## config.mk

```make
export PLATFORM = sky130hd
export DESIGN_NAME = ft_recovery_ctrl
export DESIGN_NICKNAME = d
export VERILOG_FILES = /design/src/rtl/ft_pkg.sv /design/src/rtl/ft_ckpt_rf.sv /design/src/rtl/ft_recovery_ctrl.sv
export SDC_FILE = /design/constraint.sdc
export NUM_CORES = 2
export LEC_CHECK = 0
export BUFFER_PORTS_ARGS = -buffer_cell sky130_fd_sc_hd__buf_2
export CORE_MARGIN = 4
export CORE_UTILIZATION = 65
export DETAILED_ROUTE_END_ITERATION = 16
export PLACE_DENSITY = 0.82
export SYNTH_ARGS = -nofsm -noshare
export SYNTH_HDL_FRONTEND = slang
export SYNTH_SLANG_ARGS = --single-unit
```

## constraint.sdc

```tcl
create_clock -name clk_i -period 6.2 [get_ports clk_i]
set_input_delay 1.24 -clock clk_i [delete_from_list [all_inputs] [get_ports clk_i]]
set_output_delay 1.24 -clock clk_i [all_outputs]
set_load 0.03 [all_outputs]
```

## src/rtl/ft_pkg.sv

```systemverilog
// Shared types and default widths for the fault-tolerant lockstep recovery path.
// Defaults match the write comparator feeding this block.
package ft_pkg;
   localparam int unsigned FT_ADDR_WIDTH   = 5;
   localparam int unsigned FT_DATA_WIDTH   = 32;
   localparam int unsigned FT_MAX_RETRIES  = 3;
   localparam int unsigned FT_CLEAN_WINDOW = 1024;

   typedef enum logic [2:0] {
      REC_RUN,
      REC_HALT,
      REC_RESTORE,
      REC_RESUME,
      REC_FATAL
   } rec_state_e;
endpackage

```

## src/rtl/ft_ckpt_rf.sv

```systemverilog
// Protected checkpoint register file: one write port, one async read port.
// Entry 0 is never stored and always reads as zero.
module ft_ckpt_rf
   import ft_pkg::*;
#(
   parameter int unsigned ADDR_WIDTH = FT_ADDR_WIDTH,
   parameter int unsigned DATA_WIDTH = FT_DATA_WIDTH
) (
   input  logic                  clk_i,
   input  logic                  rst_ni,
   input  logic                  we_i,
   input  logic [ADDR_WIDTH-1:0] waddr_i,
   input  logic [DATA_WIDTH-1:0] wdata_i,
   input  logic [ADDR_WIDTH-1:0] raddr_i,
   output logic [DATA_WIDTH-1:0] rdata_o
);
   localparam int unsigned NREGS = 2 ** ADDR_WIDTH;

   logic [DATA_WIDTH-1:0] mem_q [NREGS];

   always_ff @(posedge clk_i or negedge rst_ni) begin
      if (!rst_ni) begin
         for (int i = 0; i < NREGS; i++) mem_q[i] <= '0;
      end else if (we_i && (waddr_i != '0)) begin
         mem_q[waddr_i] <= wdata_i;
      end
   end

   assign rdata_o = (raddr_i == '0) ? '0 : mem_q[raddr_i];
endmodule

```

## src/rtl/ft_recovery_ctrl.sv

```systemverilog
// Lockstep recovery controller: checkpoints agreed writes, replays them into both cores
// on a mismatch, and escalates to a sticky fatal after repeated mismatches.
//
// state       | meaning
// REC_RUN     | normal operation, committing agreed writes to the checkpoint
// REC_HALT    | one-cycle drain of in-flight writes, cores stalled
// REC_RESTORE | replaying checkpoint entries 1..NREGS-1, one per cycle
// REC_RESUME  | one-cycle settle before releasing the cores
// REC_FATAL   | unrecoverable, cores held until reset
module ft_recovery_ctrl
   import ft_pkg::*;
#(
   parameter int unsigned ADDR_WIDTH   = FT_ADDR_WIDTH,
   parameter int unsigned DATA_WIDTH   = FT_DATA_WIDTH,
   parameter int unsigned MAX_RETRIES  = FT_MAX_RETRIES,
   parameter int unsigned CLEAN_WINDOW = FT_CLEAN_WINDOW
) (
   input  logic                                 clk_i,
   input  logic                                 rst_ni,
   input  logic                                 we_i,
   input  logic [ADDR_WIDTH-1:0]                addr_i,
   input  logic [DATA_WIDTH-1:0]                data_i,
   input  logic                                 mismatch_i,
   output logic                                 halt_o,
   output logic                                 restore_we_o,
   output logic [ADDR_WIDTH-1:0]                restore_addr_o,
   output logic [DATA_WIDTH-1:0]                restore_data_o,
   output logic                                 recovering_o,
   output logic                                 fatal_o,
   output logic [$clog2(MAX_RETRIES+1)-1:0]     retry_cnt_o
);
   localparam int unsigned RETRY_W = $clog2(MAX_RETRIES + 1);
   localparam int unsigned CLEAN_W = $clog2(CLEAN_WINDOW + 1);
   localparam logic [RETRY_W-1:0]    RETRY_MAX  = RETRY_W'(MAX_RETRIES);
   localparam logic [CLEAN_W-1:0]    CLEAN_LAST = CLEAN_W'(CLEAN_WINDOW - 1);
   localparam logic [ADDR_WIDTH-1:0] ADDR_LAST  = {ADDR_WIDTH{1'b1}};

   rec_state_e            state_q, state_d;
   logic [ADDR_WIDTH-1:0] addr_q, addr_d;
   logic [RETRY_W-1:0]    retry_q, retry_d;
   logic [CLEAN_W-1:0]    clean_q, clean_d;
   logic                  ckpt_we;
   logic [DATA_WIDTH-1:0] ckpt_rdata;

   ft_ckpt_rf #(
      .ADDR_WIDTH (ADDR_WIDTH),
      .DATA_WIDTH (DATA_WIDTH)
   ) u_ckpt_rf (
      .clk_i   (clk_i),
      .rst_ni  (rst_ni),
      .we_i    (ckpt_we),
      .waddr_i (addr_i),
      .wdata_i (data_i),
      .raddr_i (addr_d),
      .rdata_o (ckpt_rdata)
   );

   always_comb begin
      state_d = state_q;
      addr_d  = addr_q;
      retry_d = retry_q;
      clean_d = clean_q;
      ckpt_we = 1'b0;
      case (state_q)
         REC_RUN: begin
            // a mismatch beats both the write and a coincident clean-window expiry
            if (mismatch_i) begin
               clean_d = '0;
               if (retry_q != RETRY_MAX) retry_d = retry_q + RETRY_W'(1);
               state_d = (retry_d == RETRY_MAX) ? REC_FATAL : REC_HALT;
            end else begin
               ckpt_we = we_i && (addr_i != '0);
               if (clean_q == CLEAN_LAST) begin
                  clean_d = '0;
                  retry_d = '0;
               end else begin
                  clean_d = clean_q + CLEAN_W'(1);
               end
            end
         end
         REC_HALT: begin
            state_d = REC_RESTORE;
            addr_d  = ADDR_WIDTH'(1);
         end
         REC_RESTORE: begin
            if (addr_q == ADDR_LAST) state_d = REC_RESUME;
            else                     addr_d  = addr_q + ADDR_WIDTH'(1);
         end
         REC_RESUME: begin
            state_d = REC_RUN;
            addr_d  = '0;
         end
         REC_FATAL: state_d = REC_FATAL;
         default:   state_d = REC_RUN;
      endcase
   end

   // outputs are decoded from the next state so every port comes straight off a flop
   always_ff @(posedge clk_i or negedge rst_ni) begin
      if (!rst_ni) begin
         state_q        <= REC_RUN;
         addr_q         <= '0;
         retry_q        <= '0;
         clean_q        <= '0;
         halt_o         <= 1'b0;
         restore_we_o   <= 1'b0;
         restore_addr_o <= '0;
         restore_data_o <= '0;
         recovering_o   <= 1'b0;
         fatal_o        <= 1'b0;
         retry_cnt_o    <= '0;
      end else begin
         state_q        <= state_d;
         addr_q         <= addr_d;
         retry_q        <= retry_d;
         clean_q        <= clean_d;
         halt_o         <= (state_d != REC_RUN);
         restore_we_o   <= (state_d == REC_RESTORE);
         restore_addr_o <= (state_d == REC_RESTORE) ? addr_d : '0;
         restore_data_o <= (state_d == REC_RESTORE) ? ckpt_rdata : '0;
         recovering_o   <= (state_d == REC_HALT) || (state_d == REC_RESTORE) ||
                           (state_d == REC_RESUME);
         fatal_o        <= (state_d == REC_FATAL);
         retry_cnt_o    <= retry_d;
      end
   end
endmodule

```

### After elaboration in Yosys (flattened, before gate mapping)

Index checks and enable logic that the tools add are counted.

| cells by class | value |
|---|---|
| $add $sub $neg | 3 |
| order comparisons | 3 |
| equality and inequality tests | 12 |
| mux-type cells | 24 |
| bitwise logic cells | 2 |
| reductions and logical operators | 11 |

Operators with widths:

| operator | number |
|---|---|
| $bwmux 1024 | 1 |
| $bmux 32 s5 | 1 |
| $demux 32 s5 | 1 |
| $mux 32 | 5 |
| $mux 11 | 2 |
| $pmux 5 s3 | 1 |
| $eq 3x2->1 const B | 4 |
| $ge 6x6->1 const B | 2 |
| $not 5->6 | 2 |
| $pmux 3 s4 | 1 |
| $add 11x1->11 const B | 1 |
| $eq 11x10->1 const B | 1 |
| $mux 2 | 5 |
| $mux 5 | 2 |
| $mux 3 | 3 |
| $eq 3x1->1 const B | 2 |
| $eq 3x3->1 const B | 2 |
| $lt 6x1->1 const B | 1 |
| $add 5x1->5 const B | 1 |
| $eq 5x5->1 const B | 1 |
| $logic_not 5->1 | 1 |
| $reduce_bool 5->1 | 1 |
| $logic_and 1x1->1 | 3 |
| $logic_not 3->1 | 1 |
| other kinds (8) | 10 |

| word-level totals | value |
|---|---|
| bits in registers | 1086 |
| input port bits | 41 |

### Depth between registers and ports, before layout

| logic depth | value |
|---|---|
| depth after elaboration | 11 |
| gate-level depth with buffers | 13 |
| gate-level depth less buffers | 9 |

### Cells and area by module

From an unflattened synthesis, not the netlist that was laid out.

| second synthesis, totals | value |
|---|---|
| cell total of the unflattened synthesis | 3171 |
| area, all modules | 48901.9 um2 |

By module, submodules not included:

| module | times used | cells an instance | area an instance (um2) |
|---|---|---|---|
| ft_ckpt_rf | 1 | 2949 | 46430.8 |
| ft_recovery_ctrl | 1 | 222 | 2471.1 |

### Worst setup path after synthesis

Ideal clock, no wire load.

| path | value |
|---|---|
| path kind | input to register |
| start point | in addr_i[2] |
| end point | reg u_ckpt_rf.mem_q[387] in the netlist's numbering |
| data arrival time | 2839 ps |
| data required time | 6075 ps |
| slack | 3237 ps |
| stages | 6 |
| buffers on the path | 3 |
| cells stage by stage | clkbuf_1 -> nor3b_1 -> and4_1 -> clkbuf_1 -> buf_1 -> mux2_2 |

| between the ends | value |
|---|---|
| longest elaborated chain between the ends | 6 |
| elaborated cells on any way between the ends | 12 |

RTL lines:

| what | line | text |
|---|---|---|
| from (decl) | ft_recovery_ctrl.sv:21 | `input logic [ADDR_WIDTH-1:0] addr_i,` |
| $not 5->6 (not written as such) | ft_ckpt_rf.sv:25 | `mem_q[waddr_i] <= wdata_i;` |
| $ge 6x6->1 (not written as such) / $lt 6x1->1 (equally long branches) | ft_ckpt_rf.sv:25 |  |
| $logic_and 1x1->1 (not written as such) | ft_ckpt_rf.sv:25 |  |
| $mux 32 (not written as such) | ft_ckpt_rf.sv:25 |  |
| $demux 32 s5 | ft_ckpt_rf.sv:25 |  |
| $bwmux 1024 | ft_ckpt_rf.sv:25 |  |
| to (signal, indexed assignment) | ft_ckpt_rf.sv:25 |  |
| to (decl) | ft_ckpt_rf.sv:19 | `logic [DATA_WIDTH-1:0] mem_q [NREGS];` |

Several ways; a longest one is shown, not always the timed one.
A chain may end at the register's enable or synchronous reset.

### Final worst setup path

| path | value |
|---|---|
| start point | reg addr_q[0] |
| end point | reg restore_data_o[23] |

| between the ends | value |
|---|---|
| longest elaborated chain between the ends | 9 |
| elaborated cells on any way between the ends | 14 |

RTL lines:

| what | line | text |
|---|---|---|
| from (decl) | ft_recovery_ctrl.sv:39 | `logic [ADDR_WIDTH-1:0] addr_q, addr_d;` |
| from (signal assigned) | ft_recovery_ctrl.sv:114 | `addr_q <= addr_d;` |
| $add 5x1->5 / $eq 5x5->1 (equally long branches) | ft_recovery_ctrl.sv:87, ft_recovery_ctrl.sv:86 |  |
| $mux 5 | ft_recovery_ctrl.sv:86 | `if (addr_q == ADDR_LAST) state_d = REC_RESUME;` |
| $pmux 5 s3 | ft_recovery_ctrl.sv:64 | `case (state_q)` |
| $not 5->6 (not written as such) | ft_ckpt_rf.sv:29 | `assign rdata_o = (raddr_i == '0) ? '0 : mem_q[raddr_i];` |
| $bmux 32 s5 | ft_ckpt_rf.sv:29 |  |
| $mux 32 (not written as such) (2 in series) | ft_ckpt_rf.sv:29 |  |
| $mux 32 | ft_ckpt_rf.sv:29 |  |
| $mux 32 * | ft_recovery_ctrl.sv:120 | `restore_data_o <= (state_d == REC_RESTORE) ? ckpt_rdata : '0;` |
| to (signal assigned) | ft_recovery_ctrl.sv:120 |  |
| to (decl) | ft_recovery_ctrl.sv:27 | `output logic [DATA_WIDTH-1:0] restore_data_o,` |

Every way passes the cells marked *; elsewhere a longest branch is shown, timed or not. The select of a mux whose other input is x is not followed.

==> impl_metrics.ini <==
[yosys]
yosys_most_used_dff = dfrtp_1
syn-num-nets = 4103
ys_ff_latch = 1086
async_flop_share_pct = 100
yosysWarnings = 0
syn_area_sq_mm = 0.0498
syn_avg_cell_area_sq_um = 12.3
syn_inst = 4060
synth_edf_count = 0
synth.distinct_cells = 55
ys_seq_area_share_pct = 54.6

[power]
clkPwrFrac_pct = 46.3
swShare_pct = 21.8
p_per_area_mw_per_mm2 = 270
switchingPower_mw = 3.19
ir_drop_mv = 0.255
leakagePower_nw = 26.4
comb_power_share_pct = 3.5
internal_power_mw = 11.5
seqPwrFrac_pct = 50.2

[cts]
clk_pin_slew_ps = 60
cts_tree = built
clock_latency_ps = 690
cts_buffers = 109
post_cts_buffers = 0
clockBufferDepth = 3
cts.sinks = 1086
clockRootBuffer = clkbuf_16
hold_buffers = 0
cts_resized = 0
htree_levels = 3

[routing]
first_iter_violations = 3602
dr_total_vias = 34000
ant_nets = 0
vias_per_cell = 6.81
wl_per_cell_um = 27.0
drt_drc_violations_left = 0
wl_mm = 135
drt_pre_antenna_iters = 5

[worst_hold_path]
min_path_cells = 0
whs_endpoint = u_ckpt_rf.mem_q[1022]$_DFFE_PN0P_
hp-class = flop to flop
hp-start = u_ckpt_rf.mem_q[1022]$_DFFE_PN0P_

[place]
place_congestion = 0.836
port-buffer-count = 83
dp_hpwl_mm = 73.4
placed_cells = 4798
pre_cts_ws_ps = 1950

[global_route]
grt_max_degree = 192
grt_antenna_before_repair = 5
grt_pass1_vias = 34900
grt.total_usage_pct = 33.0
grt_pass1_wl_mm = 208
grt_overflow = 0

[finish]
synthToLayoutAreaGrowth_pct = 8.83
drive_gt1_share_pct = 34.0
fillCellCount = 5017
final_cells = 4996
final_util_pct = 71.3
nets = 3922

[die]
dieArea_sq_mm = 0.0810
die_x_um = 285
ioPinCount = 84
fp.dieH_um = 285
core_sq_mm = 0.0759
rows = 101
start_util_pct = 65.5

[sta]
fin_tns_setup_ps = 0
slew-limit-headroom_pct = 10.7
hold_viol = 0
worst_pin_slew_ps = 1340
slew_viol_final = 0
rsz0062_at_grt = no
period_needed_ps = 4370
skew_ps = 36.0
fmaxAchievable_ghz = 0.229
postLayoutSetupSlackWorst_ps = 1830
setup_viol = 0
whs_ps = 376
fin_crit_sh_pct = 70.5

[status]
outcome = finished clean

[critical_path]
cp.depth = 10
cp_slowest_cell = nand3_2
cp_max_fo = 23
criticalPathCategory = flop to flop
worst_r2r_path_depth = 10
crit_chain = ha_1, nand4_4, a31oi_1, o22ai_2, clkinv_2, nand3_2, buf_4, a311oi_1, nor4_1, nand4_1
crit_start = addr_q[0]$_DFF_PN0_
cp-start-kind = flop
required_ps = 6720
r2r_end = restore_data_o[23]$_DFF_PN0_
r2r_slack_ps = 1830
cp_top_family = simple AND/OR/NAND/NOR gates
critPathMaxStageDelay_ps = 1020
r2r-start = addr_q[0]$_DFF_PN0_
crit_arrival_ps = 4890
cp-end-kind = flop
cp.buffers_inverters = 2

[run]
drv_cap = 0
[per-stage QoR]
stage	power (mW)	cell area, sq um
6_report	14.6	54100
5_1_grt	15.1	54100
4_1_cts	14.7	54100
3_5_place_dp	7.99	50400
3_3_place_gp	7.97	50400
2_1_floorplan	7.73	49800
[worst register-to-register path: cells and delay by family (launching register included)]
kind | cells | cell delay, ps
AOI/OAI and AO/OA | 3 | 750
adders and majority gates | 1 | 320
and+or+nand+nor | 4 | 1600
DFF | 1 | 460
buffers and inverters | 2 | 1100
[cells in the final DEF (no fill, tap or decap), types with 82 or more instances in the layout]
master / instances
nand2_1: 517
a311oi_1: 124
a211oi_1: 125
buf_2: 82
dfrtp_1: 1086
o31a_1: 124
nand3_1: 201
clkbuf_16: 113
mux2_2: 982
mux2i_1: 166
[Yosys cell counts (all sizes together), types with 4 or more instances]
cell type | n | share of area [%]
nand3 | 205 | 2.1
inv | 7 | 0.053
dfrtp | 1086 | 55
nor2b | 8 | 0.10
a21oi | 15 | 0.16
o21ai | 38 | 0.38
mux2i | 166 | 3.3
nand4 | 34 | 0.46
nand2 | 528 | 4.0
nor4 | 32 | 0.41
mux2 | 994 | 22
and3 | 8 | 0.10
nor2 | 34 | 0.26
nand2b | 5 | 0.063
buf | 199 | 2.0
a311oi | 124 | 2.2
nor3 | 11 | 0.14
clkbuf | 241 | 1.8
o31a | 124 | 2.2
a221oi | 31 | 0.55
a211oi | 125 | 1.9
and4 | 4 | 0.070
xor2 | 4 | 0.070
o22ai | 4 | 0.063
[power groups by stage]
stage / sequential [mW] / combinational (mW) / clock (mW)
2_1_floorplan: 7.46 / 0.276 / 0
3_3_place_gp: 7.47 / 0.503 / 0
3_5_place_dp: 7.48 / 0.517 / 0
4_1_cts: 7.35 / 0.522 / 6.83
5_1_grt: 7.37 / 0.577 / 7.14
6_report: 7.35 / 0.514 / 6.77
[layer usage]
layer	share of wire, %	global-route usage [%]	up-vias
li1	-	-	14300
met1	39	43.5	17700
met2	48	52.8	1573
met3	7.4	6.25	459
met4	5.5	17.0	2
met5	0.014	0	-
[kinds of logic after synthesis]
| logic type | Yosys count | synth area share [%] |
|---|---|---|
| AOI/OAI and AO/OA | 474 | 7.63 |
| muxes | 1160 | 25.8 |
| DFF | 1086 | 54.6 |
| and+or+nand+nor | 886 | 7.90 |
| xor gates and xnor gates | 5 | 0.0880 |
| buffers and inverters | 447 | 3.87 |
| adders and majority gates | 2 | 0.0503 |
[state kept, by name, summed over array words and instances (netlist names)]
name	count
clean_q	11
addr_q	5
restore_addr_o	5
halt_o	1
retry_q	2
recovering_o	1
restore_data_o	32
state_q	3
u_ckpt_rf.mem_q	1024
fatal_o	1
restore_we_o	1
[how the worst max path moves through the flow]
stage | slack (ps) | endpoint
floorplan | 3240 | u_ckpt_rf.mem_q[387]$_DFFE_PN0P_
CTS | 1930 | restore_data_o[20]$_DFF_PN0_
global placement | 2050 | restore_data_o[27]$_DFF_PN0_
finish | 1830 | restore_data_o[23]$_DFF_PN0_
detailed placement | 1950 | restore_data_o[17]$_DFF_PN0_
global route | 1670 | restore_data_o[19]$_DFF_PN0_
[layout make-up]
cell class	instances	area (sq um)	share of cell area, %
timing repair buffer	148	1060	1.96
sequential	1086	27200	50.2
inverter	7	40.0	0.0739
tap	1030	1290	2.38
antenna	4	10.0	0.0185
clock inverter	34	494	0.913
clock buffer	160	3190	5.90
multi-input combinational	2527	20900	38.6
Note: power is estimated with default switching activity, not from simulation.
